**src/rtl/rx_port_reader_pkg.sv**
```systemverilog
// Shared constants and FSM encoding for the switch receive-port reader.
package rx_port_reader_pkg;

    localparam int PORT_NUB_TOTAL = 4;
    localparam int DATA_WIDTH     = 16;
    localparam int WIDTH_SEL      = $clog2(PORT_NUB_TOTAL);

    typedef enum logic {
        IDLE  = 1'b0,
        BURST = 1'b1
    } state_t;

endpackage

```
**src/rtl/rx_port_reader_fifo.sv**
```systemverilog
// Synchronous output FIFO (power-of-two depth); push and pop may coincide at any occupancy.
module rx_fifo #(
    parameter int WIDTH = 18,
    parameter int DEPTH = 4
) (
    input  logic                       clk,
    input  logic                       rst,
    input  logic                       push,
    input  logic                       pop,
    input  logic [WIDTH-1:0]           wdata,
    output logic [WIDTH-1:0]           rdata,
    output logic [$clog2(DEPTH):0]     count,
    output logic                       empty
);
    import rx_port_reader_pkg::*;

    localparam int AW = $clog2(DEPTH);

    logic [WIDTH-1:0] mem [DEPTH];
    logic [AW-1:0]    wr_ptr;
    logic [AW-1:0]    rd_ptr;
    logic             full;
    logic             do_push;
    logic             do_pop;

    assign full    = (count == (AW+1)'(DEPTH));
    assign empty   = (count == '0);
    assign do_pop  = pop && !empty;
    // A push into a full FIFO is accepted only when the head leaves in the same cycle.
    assign do_push = push && (!full || do_pop);
    assign rdata   = mem[rd_ptr];

    always_ff @(posedge clk) begin
        if (rst) begin
            wr_ptr <= '0;
            rd_ptr <= '0;
            count  <= '0;
            for (int i = 0; i < DEPTH; i++) begin
                mem[i] <= '0;
            end
        end else begin
            if (do_push) begin
                mem[wr_ptr] <= wdata;
                wr_ptr      <= wr_ptr + AW'(1);
            end
            if (do_pop) begin
                rd_ptr <= rd_ptr + AW'(1);
            end
            case ({do_push, do_pop})
                2'b10:   count <= count + (AW+1)'(1);
                2'b01:   count <= count - (AW+1)'(1);
                default: count <= count;
            endcase
        end
    end

endmodule

```
**src/rtl/rx_port_reader.sv**
```systemverilog
// Receive-side reader for one switch output port: round-robin bursts, credit-gated reads, tagged output FIFO.
// Optional word checker enabled by defining RX_CHECK_EN (adds err / err_cnt ports).
module rx_port_reader #(
    parameter int PORT_NUB   = 4,
    parameter int DATA_WIDTH = 16,
    parameter int DEST       = 0,
    parameter int BURST_MAX  = 4,
    parameter int FIFO_DEPTH = 4
) (
    input  logic                        clk,
    input  logic                        rst,
    input  logic [PORT_NUB-1:0]         empty,
    output logic [$clog2(PORT_NUB)-1:0] rd_sel,
    output logic                        rd_en,
    input  logic [DATA_WIDTH-1:0]       data_in,
    output logic                        out_valid,
    input  logic                        out_ready,
    output logic [DATA_WIDTH-1:0]       out_data,
    output logic [$clog2(PORT_NUB)-1:0] out_src,
    output logic                        dbg_state
`ifdef RX_CHECK_EN
    ,
    output logic                        err,
    output logic [15:0]                 err_cnt
`endif
);
    import rx_port_reader_pkg::*;

    localparam int SW = $clog2(PORT_NUB);
    localparam int BW = $clog2(BURST_MAX + 1);
    localparam int CW = $clog2(FIFO_DEPTH) + 1;

    state_t          state, state_nxt;
    logic [SW-1:0]   rr, rr_nxt;
    logic [SW-1:0]   cur, cur_nxt;
    logic [SW-1:0]   rd_sel_nxt;
    logic            rd_en_nxt;
    logic [BW-1:0]   burst_cnt, burst_nxt;
    logic            rd_en_d;
    logic [SW-1:0]   sel_d;
    logic [CW-1:0]   fifo_count;
    logic            fifo_empty;
    logic [CW:0]     occupancy;
    logic            credit;
    logic            found;
    logic [SW-1:0]   pick;
    logic [SW-1:0]   idx;

    // Reads still owed to the FIFO: the one on rd_en now plus the one whose data is on data_in.
    assign occupancy = {1'b0, fifo_count} + {{CW{1'b0}}, rd_en} + {{CW{1'b0}}, rd_en_d};
    assign credit    = (occupancy < (CW+1)'(FIFO_DEPTH));
    assign dbg_state = state;

    always_comb begin
        found = 1'b0;
        pick  = rr;
        idx   = '0;
        // Scanning downward lets the source closest to rr win.
        for (int i = PORT_NUB - 1; i >= 0; i--) begin
            idx = SW'((int'(rr) + i) % PORT_NUB);
            if (!empty[idx]) begin
                found = 1'b1;
                pick  = idx;
            end
        end
    end

    always_comb begin
        state_nxt  = state;
        rr_nxt     = rr;
        cur_nxt    = cur;
        burst_nxt  = burst_cnt;
        rd_en_nxt  = 1'b0;
        rd_sel_nxt = rd_sel;
        case (state)
            IDLE: begin
                if (found && credit) begin
                    rd_en_nxt  = 1'b1;
                    rd_sel_nxt = pick;
                    cur_nxt    = pick;
                    burst_nxt  = BW'(1);
                    state_nxt  = BURST;
                end
            end
            BURST: begin
                if (empty[cur] || burst_cnt == BW'(BURST_MAX)) begin
                    rr_nxt    = (cur == SW'(PORT_NUB - 1)) ? '0 : cur + SW'(1);
                    state_nxt = IDLE;
                end else if (credit) begin
                    rd_en_nxt  = 1'b1;
                    rd_sel_nxt = cur;
                    burst_nxt  = burst_cnt + BW'(1);
                end
            end
            default: state_nxt = IDLE;
        endcase
    end

    always_ff @(posedge clk) begin
        if (rst) begin
            state     <= IDLE;
            rr        <= '0;
            cur       <= '0;
            burst_cnt <= '0;
            rd_en     <= 1'b0;
            rd_sel    <= '0;
            rd_en_d   <= 1'b0;
            sel_d     <= '0;
        end else begin
            state     <= state_nxt;
            rr        <= rr_nxt;
            cur       <= cur_nxt;
            burst_cnt <= burst_nxt;
            rd_en     <= rd_en_nxt;
            rd_sel    <= rd_sel_nxt;
            rd_en_d   <= rd_en;
            sel_d     <= rd_sel;
        end
    end

    // Output stream: a word transfers on any cycle where out_valid and out_ready are both high;
    // out_valid/out_data/out_src depend only on FIFO state, never combinationally on out_ready.
    rx_fifo #(
        .WIDTH (SW + DATA_WIDTH),
        .DEPTH (FIFO_DEPTH)
    ) u_fifo (
        .clk   (clk),
        .rst   (rst),
        .push  (rd_en_d),
        .pop   (out_valid && out_ready),
        .wdata ({sel_d, data_in}),
        .rdata ({out_src, out_data}),
        .count (fifo_count),
        .empty (fifo_empty)
    );

    assign out_valid = !fifo_empty;

`ifdef RX_CHECK_EN
    logic [31:0] exp_word;
    logic        mismatch;

    assign exp_word = 32'(sel_d) * 32'd10 + 32'(DEST);
    assign mismatch = rd_en_d && (data_in != exp_word[DATA_WIDTH-1:0]);

    always_ff @(posedge clk) begin
        if (rst) begin
            err     <= 1'b0;
            err_cnt <= '0;
        end else if (mismatch) begin
            err <= 1'b1;
            if (err_cnt != 16'hFFFF) begin
                err_cnt <= err_cnt + 16'd1;
            end
        end
    end
`endif

endmodule

```
**config.mk**
```make
export PLATFORM = sky130hd
export DESIGN_NAME = rx_port_reader
export DESIGN_NICKNAME = d
export VERILOG_FILES = /design/src/rtl/rx_port_reader_pkg.sv /design/src/rtl/rx_port_reader_fifo.sv /design/src/rtl/rx_port_reader.sv
export SDC_FILE = /design/constraint.sdc
export NUM_CORES = 1
export LEC_CHECK = 0
export CAP_MARGIN = 10
export CORE_ASPECT_RATIO = 0.9
export CORE_MARGIN = 3
export CORE_UTILIZATION = 55
export CTS_BUF_LIST = sky130_fd_sc_hd__clkbuf_4 sky130_fd_sc_hd__clkbuf_8
export CTS_CLUSTER_SIZE = 25
export DETAILED_ROUTE_END_ITERATION = 7
export PLACE_DENSITY = 0.78
export SLEW_MARGIN = 15
export SYNTH_ARGS = -nofsm -noshare
export SYNTH_HDL_FRONTEND = slang
export SYNTH_SLANG_ARGS = --single-unit
```
**constraint.sdc**
```tcl
create_clock -name clk -period 3.9 [get_ports clk]
set_clock_uncertainty 0.15 [all_clocks]
set_input_delay 0.78 -clock clk [delete_from_list [all_inputs] [get_ports clk]]
set_output_delay 0.78 -clock clk [all_outputs]
set_load 0.05 [all_outputs]
```
==> metrics.txt, run 1 <==
Worst path slowest cell clkdlybuf4s50_1; main combinational cell family by area after synthesis simple AND/OR/NAND/NOR gates; hold path cells 1; Reg area between 0.002 and 0.003 mm^2; H-tree levels 3; Routed WL per cell 18.4 um; Max VDD drop between 400 and 500 uV; FMAX 312 MHz; cell count after synthesis 311; core area 0.00733 mm^2; nets ~380; WP depth 3; dpl hpwl 5550 um; most common cell after layout, fill and taps aside edfxtp_1; worst path bufs/invs 2; RR Endpoint u_fifo.mem[0][5]$_SDFFCE_PN0P_; area of the multi-input gates 0.00156 mm^2; mapped cell area roughly 0.0043 mm^2; DRT Pass-1 Iters 4; Final Slew Violations 0; GRT Overall Usage 0.194; Die W 99.2 um; first-pass GRT wire length 13300 um; Worst Path Required just under 3 ns; Arrival @ worst endpoint 2.28 ns; Adder-Cell Fraction of Synth Area 0.0163; Hold Crit Class flip-flop to flip-flop; Post-synth EDFFs 72; Max Buffers Root-to-Sink 2; crit-path cells buf_4 > mux4_2 > clkdlybuf4s50_1; Final Cycle Share 0.822; #FFs+latches synth 95; worst slew pin tran between 0.9 and 1 ns; slack of the critical path 0.694 ns; final wirelength 8350 um; Worst R2R Setup Slack approximately 1.4 ns; CP endpoint kind output pin; most frequent cells in the layout edfxtp_1 (72), clkdlybuf4s50_1 (45), and2_1 (38), and3_1 (36), dfxtp_1 (23); proportion of synthesized area in mux cells 0.109; Die Footprint 0.00892 mm^2; Syn. warnings 0; ys async rst share 0; Seq/Total Area, Yosys 0.609; grt total ovfl 0; syn_nets 339; share of cells above drive strength 1 0.152; crit path kind flip-flop to output pin; vias after detailed routing around 2600; Num CTS Buffers 9; endpoints failing hold 0; Reg2Reg Depth 4; initial antenna violation count 0; placed cell areas just under 0.005 mm^2; final worst path period need 3.21 ns; simple-gate area share of the yosys netlist 0.175; Worst slew margin 0.369; io pins 46; Crit path largest cell delay 0.71 ns; CTS clk-pin slew, worst paths 0.08 ns; crit path launch type flip-flop; CTS tree built; Area contributors post-synth edfxtp_1 (50%), dfxtp_1 (11%), mux4_2 (9.9%), and2_1 (5.5%), and3_1 (5.2%); power per cell area ~620 mW/mm^2; predominant post-synthesis flop cell edfxtp_1; DRC violations left 0; Clk Latency, worst-skew pair about 0.35 ns; Yosys cell types 46; setup_tns 0 ns; Antenna Cells 0; postcts setup bufs 0; vias in the first global route 2618; Post-Syn Area per Cell 13.8 um^2; Placer Congestion 0.912; Max Cap Viol 0; reg2reg start u_fifo.count[1]$_SDFFE_PP0P_; effective utilization at floorplan 0.587; top cell type's share of synthesized area 0.502; clk root buf clkbuf_8; ANT nets after route 0; largest net degree at the start of global routing 55; xor and xnor area share after synthesis 0.00814; RSZ-0062 raised after global routing no; CTS Sinks 95; Buffers on Ports 45; Critical Path Sink out_data[6]; status completed; DR iter-0 viols 181; P&R area growth vs syn 16.6%; Post-CTS Resized 0; die span in y 89.9 um; complex-gate fraction of the synthesized area 0.0541; Fillers 535; Post-Place Setup Slack 0.635 ns; Layout Utilization 0.684; CP top delay family buffers and inverters; # setup viols final 0; vias per inst 5.82; post-route cell area 0.00502 mm^2; row count 29; hold_buf cts 0; Leak 1.95 nW; dominant cell type by area after synthesis edfxtp_1; crit-path max FO 10
==> worst register-to-register path, cell delays in order, from the launching register on <==
cell,delay (ns)
dfxtp_1,0.52
or4b_4,0.25
nand2_4,0.08
nor4_4,0.64
or2_2,0.54
==> area by class of cell <==
cell class / count / share of cell area
timing repair buffer: 53 / 0.102
inverter: 8 / 0.00599
clock buffer: 11 / 0.0277
sequential: 95 / 0.523
multi-input combinational: 189 / 0.312
clock inverter: 5 / 0.00673
tap: 93 / 0.0232
==> kinds of logic (layout without fill, tap and decap cells) <==
family,count (synthesis),in the layout
multiplexers,23,23
XOR/XNOR,4,4
adder cells (fa/ha/maj),5,5
buffers and inverters,27,77
AND/OR/NAND/NOR,124,124
AO/OA/AOI/OAI,33,33
flip-flops,95,95
==> per-layer routing <==
metal  share of wire  track usage  vias to the layer above
met4          0.0089       0.0626                        0
met3           0.047       0.0449                        8
met5               0            0                        -
met2            0.52        0.329                       75
li1                -            -                     1252
met1            0.43        0.245                     1307
==> worst min-delay path by stage <==
stage | startpoint | to | slack (ns)
5_1_grt | rd_en$_SDFF_PP0_ | rd_en_d$_SDFF_PP0_ | 0.36
2_1_floorplan | burst_cnt[1]$_SDFFE_PP0P_ | burst_cnt[1]$_SDFFE_PP0P_ | 0.31
3_3_place_gp | rd_en$_SDFF_PP0_ | rd_en_d$_SDFF_PP0_ | 0.32
3_5_place_dp | rd_en$_SDFF_PP0_ | rd_en_d$_SDFF_PP0_ | 0.34
6_report | rd_en$_SDFF_PP0_ | rd_en_d$_SDFF_PP0_ | 0.35
4_1_cts | burst_cnt[0]$_SDFFE_PP0P_ | burst_cnt[0]$_SDFFE_PP0P_ | 0.35
==> synthesized netlist by cell type, types with 3 or more instances <==
| master | n |
|---|---|
| a311oi_1 | 3 |
| inv_1 | 8 |
| xor2_1 | 3 |
| buf_2 | 3 |
| nor2b_1 | 8 |
| a21oi_1 | 8 |
| nor2_1 | 16 |
| and2_1 | 38 |
| o21ai_0 | 5 |
| edfxtp_1 | 72 |
| clkbuf_1 | 12 |
| ha_1 | 4 |
| mux4_2 | 19 |
| dfxtp_1 | 23 |
| nand2_1 | 6 |
| nand3_1 | 4 |
| and3_1 | 36 |
| nor3_1 | 3 |
==> state kept, by name, indices dropped and copies added (netlist names), named ones only <==
| signal | count |
|---|---|
| u_fifo.wr_ptr | 2 |
| u_fifo.mem | 72 |
| rr | 2 |
| rd_sel | 2 |
| dbg_state | 1 |
| cur | 2 |
| rd_en_d | 1 |
| u_fifo.rd_ptr | 2 |
| u_fifo.count | 3 |
| rd_en | 1 |
| sel_d | 2 |
| burst_cnt | 3 |
==> report_power, final <==
group / switching (mW) / internal (mW) / total [mW]
combinational: 0.720 / 0.486 / 1.21
clock: 0.326 / 0.246 / 0.572
sequential: 0.114 / 1.22 / 1.33
==> per-stage QoR <==
step                      instances  power [mW]  hold WS (ns)
after floorplan                 311        2.21         0.314
after global placement          438        2.54         0.318
after detailed placement        438        2.57         0.339
after CTS                       454        3.13         0.350
after global routing            454        3.25         0.363
final                           454        3.11         0.346
(Power assumes the default switching activity.)
==> run 2: changes to the inputs <==
==> constraint.sdc (replaced) <==
create_clock -name clk -period 3.2 [get_ports clk]
set_clock_uncertainty 0.15 [all_clocks]
set_input_delay 0.64 -clock clk [delete_from_list [all_inputs] [get_ports clk]]
set_output_delay 0.64 -clock clk [all_outputs]
set_load 0.05 [all_outputs]
==> metrics.txt, run 2 (same netlist as run 1, synthesis figures left out) <==
status completed (unchanged); Worst Path Required 2.41 ns (was 2.97 ns); vias after detailed routing 2632 (was 2642); core area 0.00733 mm^2 (unchanged); Post-CTS Resized 0 (unchanged); Placer Congestion 0.886 (was 0.912); GRT Overall Usage 0.196 (was 0.194); Hold Crit Class flip-flop to flip-flop (unchanged); final worst path period need 2.71 ns; Die W 99.2 um (unchanged); crit path launch type flip-flop (unchanged); CTS tree built (unchanged); FMAX around 370 MHz; Antenna Cells 0 (unchanged); crit-path cells buf_12 > mux4_2 > buf_4 (was buf_4 > mux4_2 > clkdlybuf4s50_1); DRC violations left 0 (unchanged); Max VDD drop 497 uV (was 449 uV); crit path kind flip-flop to output pin (unchanged); most common cell after layout, fill and taps aside edfxtp_1 (unchanged); Die Footprint 0.00892 mm^2 (unchanged); Clk Latency, worst-skew pair 0.36 ns (was 0.35 ns); row count 29 (unchanged); DRT Pass-1 Iters 4 (unchanged); effective utilization at floorplan 0.587 (unchanged); Max Cap Viol 0 (unchanged); Final Slew Violations 0 (unchanged); P&R area growth vs syn 16.0% (was 16.6%); grt total ovfl 0 (unchanged); H-tree levels 3 (unchanged); vias in the first global route 2617 (was 2618); DR iter-0 viols 205 (was 181); Arrival @ worst endpoint 1.92 ns (was 2.28 ns); dpl hpwl 5330 um (was 5550 um); Crit path largest cell delay 0.60 ns (was 0.71 ns); Buffers on Ports 45 (unchanged); Final Cycle Share 0.848; worst path bufs/invs 2 (unchanged); most frequent cells in the layout edfxtp_1 (72), and2_1 (38), and3_1 (36), clkdlybuf4s50_1 (27), buf_4 (24) (was edfxtp_1 (72), clkdlybuf4s50_1 (45), and2_1 (38), and3_1 (36), dfxtp_1 (23)); hold_buf cts 0 (unchanged); vias per inst 5.81 (was 5.82); initial antenna violation count 0 (unchanged); postcts setup bufs 0 (unchanged); Worst slew margin 0.365 (was 0.369); Leak 1.98 nW (was 1.95 nW); Fillers 516 (was 535); Finished Layout Cells 453 (was 454); Routed WL per cell 18.1 um (was 18.4 um); clk root buf clkbuf_8 (unchanged); Max Buffers Root-to-Sink 2 (unchanged); endpoints failing hold 0 (unchanged); ANT nets after route 0 (unchanged); power per cell area 765 mW/mm^2 (was 620 mW/mm^2); io pins 46 (unchanged); Top reg by flops u_fifo.mem (unchanged); share of cells above drive strength 1 0.200 (was 0.152); nets 383 (was 384); Top Registers u_fifo.mem (72), burst_cnt (3), u_fifo.count (3) (unchanged); CP endpoint kind output pin (unchanged); CTS Sinks 95 (unchanged); setup_tns 0 ns (unchanged); Num CTS Buffers 9 (unchanged); CTS clk-pin slew, worst paths 0.09 ns (was 0.08 ns); worst slew pin tran 0.953 ns (was 0.946 ns); max reg flops 72 (unchanged); placed cell count 437 (was 438); die span in y 89.9 um (unchanged); CP top delay family flip-flops (was buffers and inverters); largest net degree at the start of global routing 55 (unchanged); first-pass GRT wire length 13600 um (was 13300 um); final wirelength 8190 um (was 8350 um); crit-path max FO 13 (was 10); Worst path slowest cell dfxtp_1 (was clkdlybuf4s50_1); # setup viols final 0 (unchanged); RSZ-0062 raised after global routing no (unchanged)
run 2: changes by cell type in the layout (fill, tap and decap cells not counted), sizes merged:
cell           change
buf               +17
clkbuf             -2
clkdlybuf4s50     -18
clkinv             +1
clkinvlp           -2
inv                +3
run 2: layout make-up:
class	count	area (um^2)	share of cell area
Tap cell	93	116	0.0233
Inverter	8	30.0	0.00602
Sequential cell	95	2620	0.525
Timing Repair Buffer	52	470	0.0943
Clock inverter	7	63.8	0.0128
Clock buffer	9	124	0.0248
Multi-Input combinational cell	189	1560	0.313
run 2: worst reg2reg max path, cell delays in order (launching register included):
cell and delay [ns]:
dfxtp_1 0.51, or4b_4 0.25, nand2_4 0.07, nor4_4 0.60, or2_2 0.52
run 2: worst paths after layout:
| check | startpoint | to | slack, ns | depth (start not counted) |
|---|---|---|---|---|
| setup / recovery | flip-flop | out_data[0] | 0.49 | 3 |
| hold / removal | rd_en$_SDFF_PP0_ | rd_en_d$_SDFF_PP0_ | 0.34 | 1 |
| setup reg to reg | u_fifo.count[1]$_SDFFE_PP0P_ | u_fifo.mem[0][17]$_SDFFCE_PN0P_ | 0.75 | 4 |
| hold reg to reg | rd_en$_SDFF_PP0_ | rd_en_d$_SDFF_PP0_ | 0.34 | 1 |
run 2: power by group:
group	total (mW)	leakage, nW	internal, mW	switching, mW
registers	1.64	0.934	1.48	0.153
logic	1.43	0.955	0.568	0.866
clock network	0.746	0.0956	0.302	0.444
run 2: layer usage:
metal | vias up | wire length, um | share of wire | track usage
met5 | - | 0 | 0 | 0
met2 | 84 | 4080 | 0.50 | 0.302
li1 | 1263 | - | - | -
met1 | 1276 | 3570 | 0.44 | 0.275
met4 | 0 | 100 | 0.012 | 0.0501
met3 | 9 | 439 | 0.054 | 0.0604
run 2: per-stage QoR:
stage / hold WS [ns] / instance area (um^2) / util / total power, mW / setup WS (ns)
6_report: 0.342 / 4990 / 0.681 / 3.82 / 0.485
5_1_grt: 0.359 / 4990 / 0.681 / 4.02 / 0.350
4_1_cts: 0.347 / 4990 / 0.681 / 3.84 / 0.437
3_5_place_dp: 0.334 / 4800 / 0.655 / 3.10 / 0.120
3_3_place_gp: 0.322 / 4800 / 0.655 / 3.07 / 0.168
2_1_floorplan: 0.314 / 4300 / - / 2.69 / 0.788
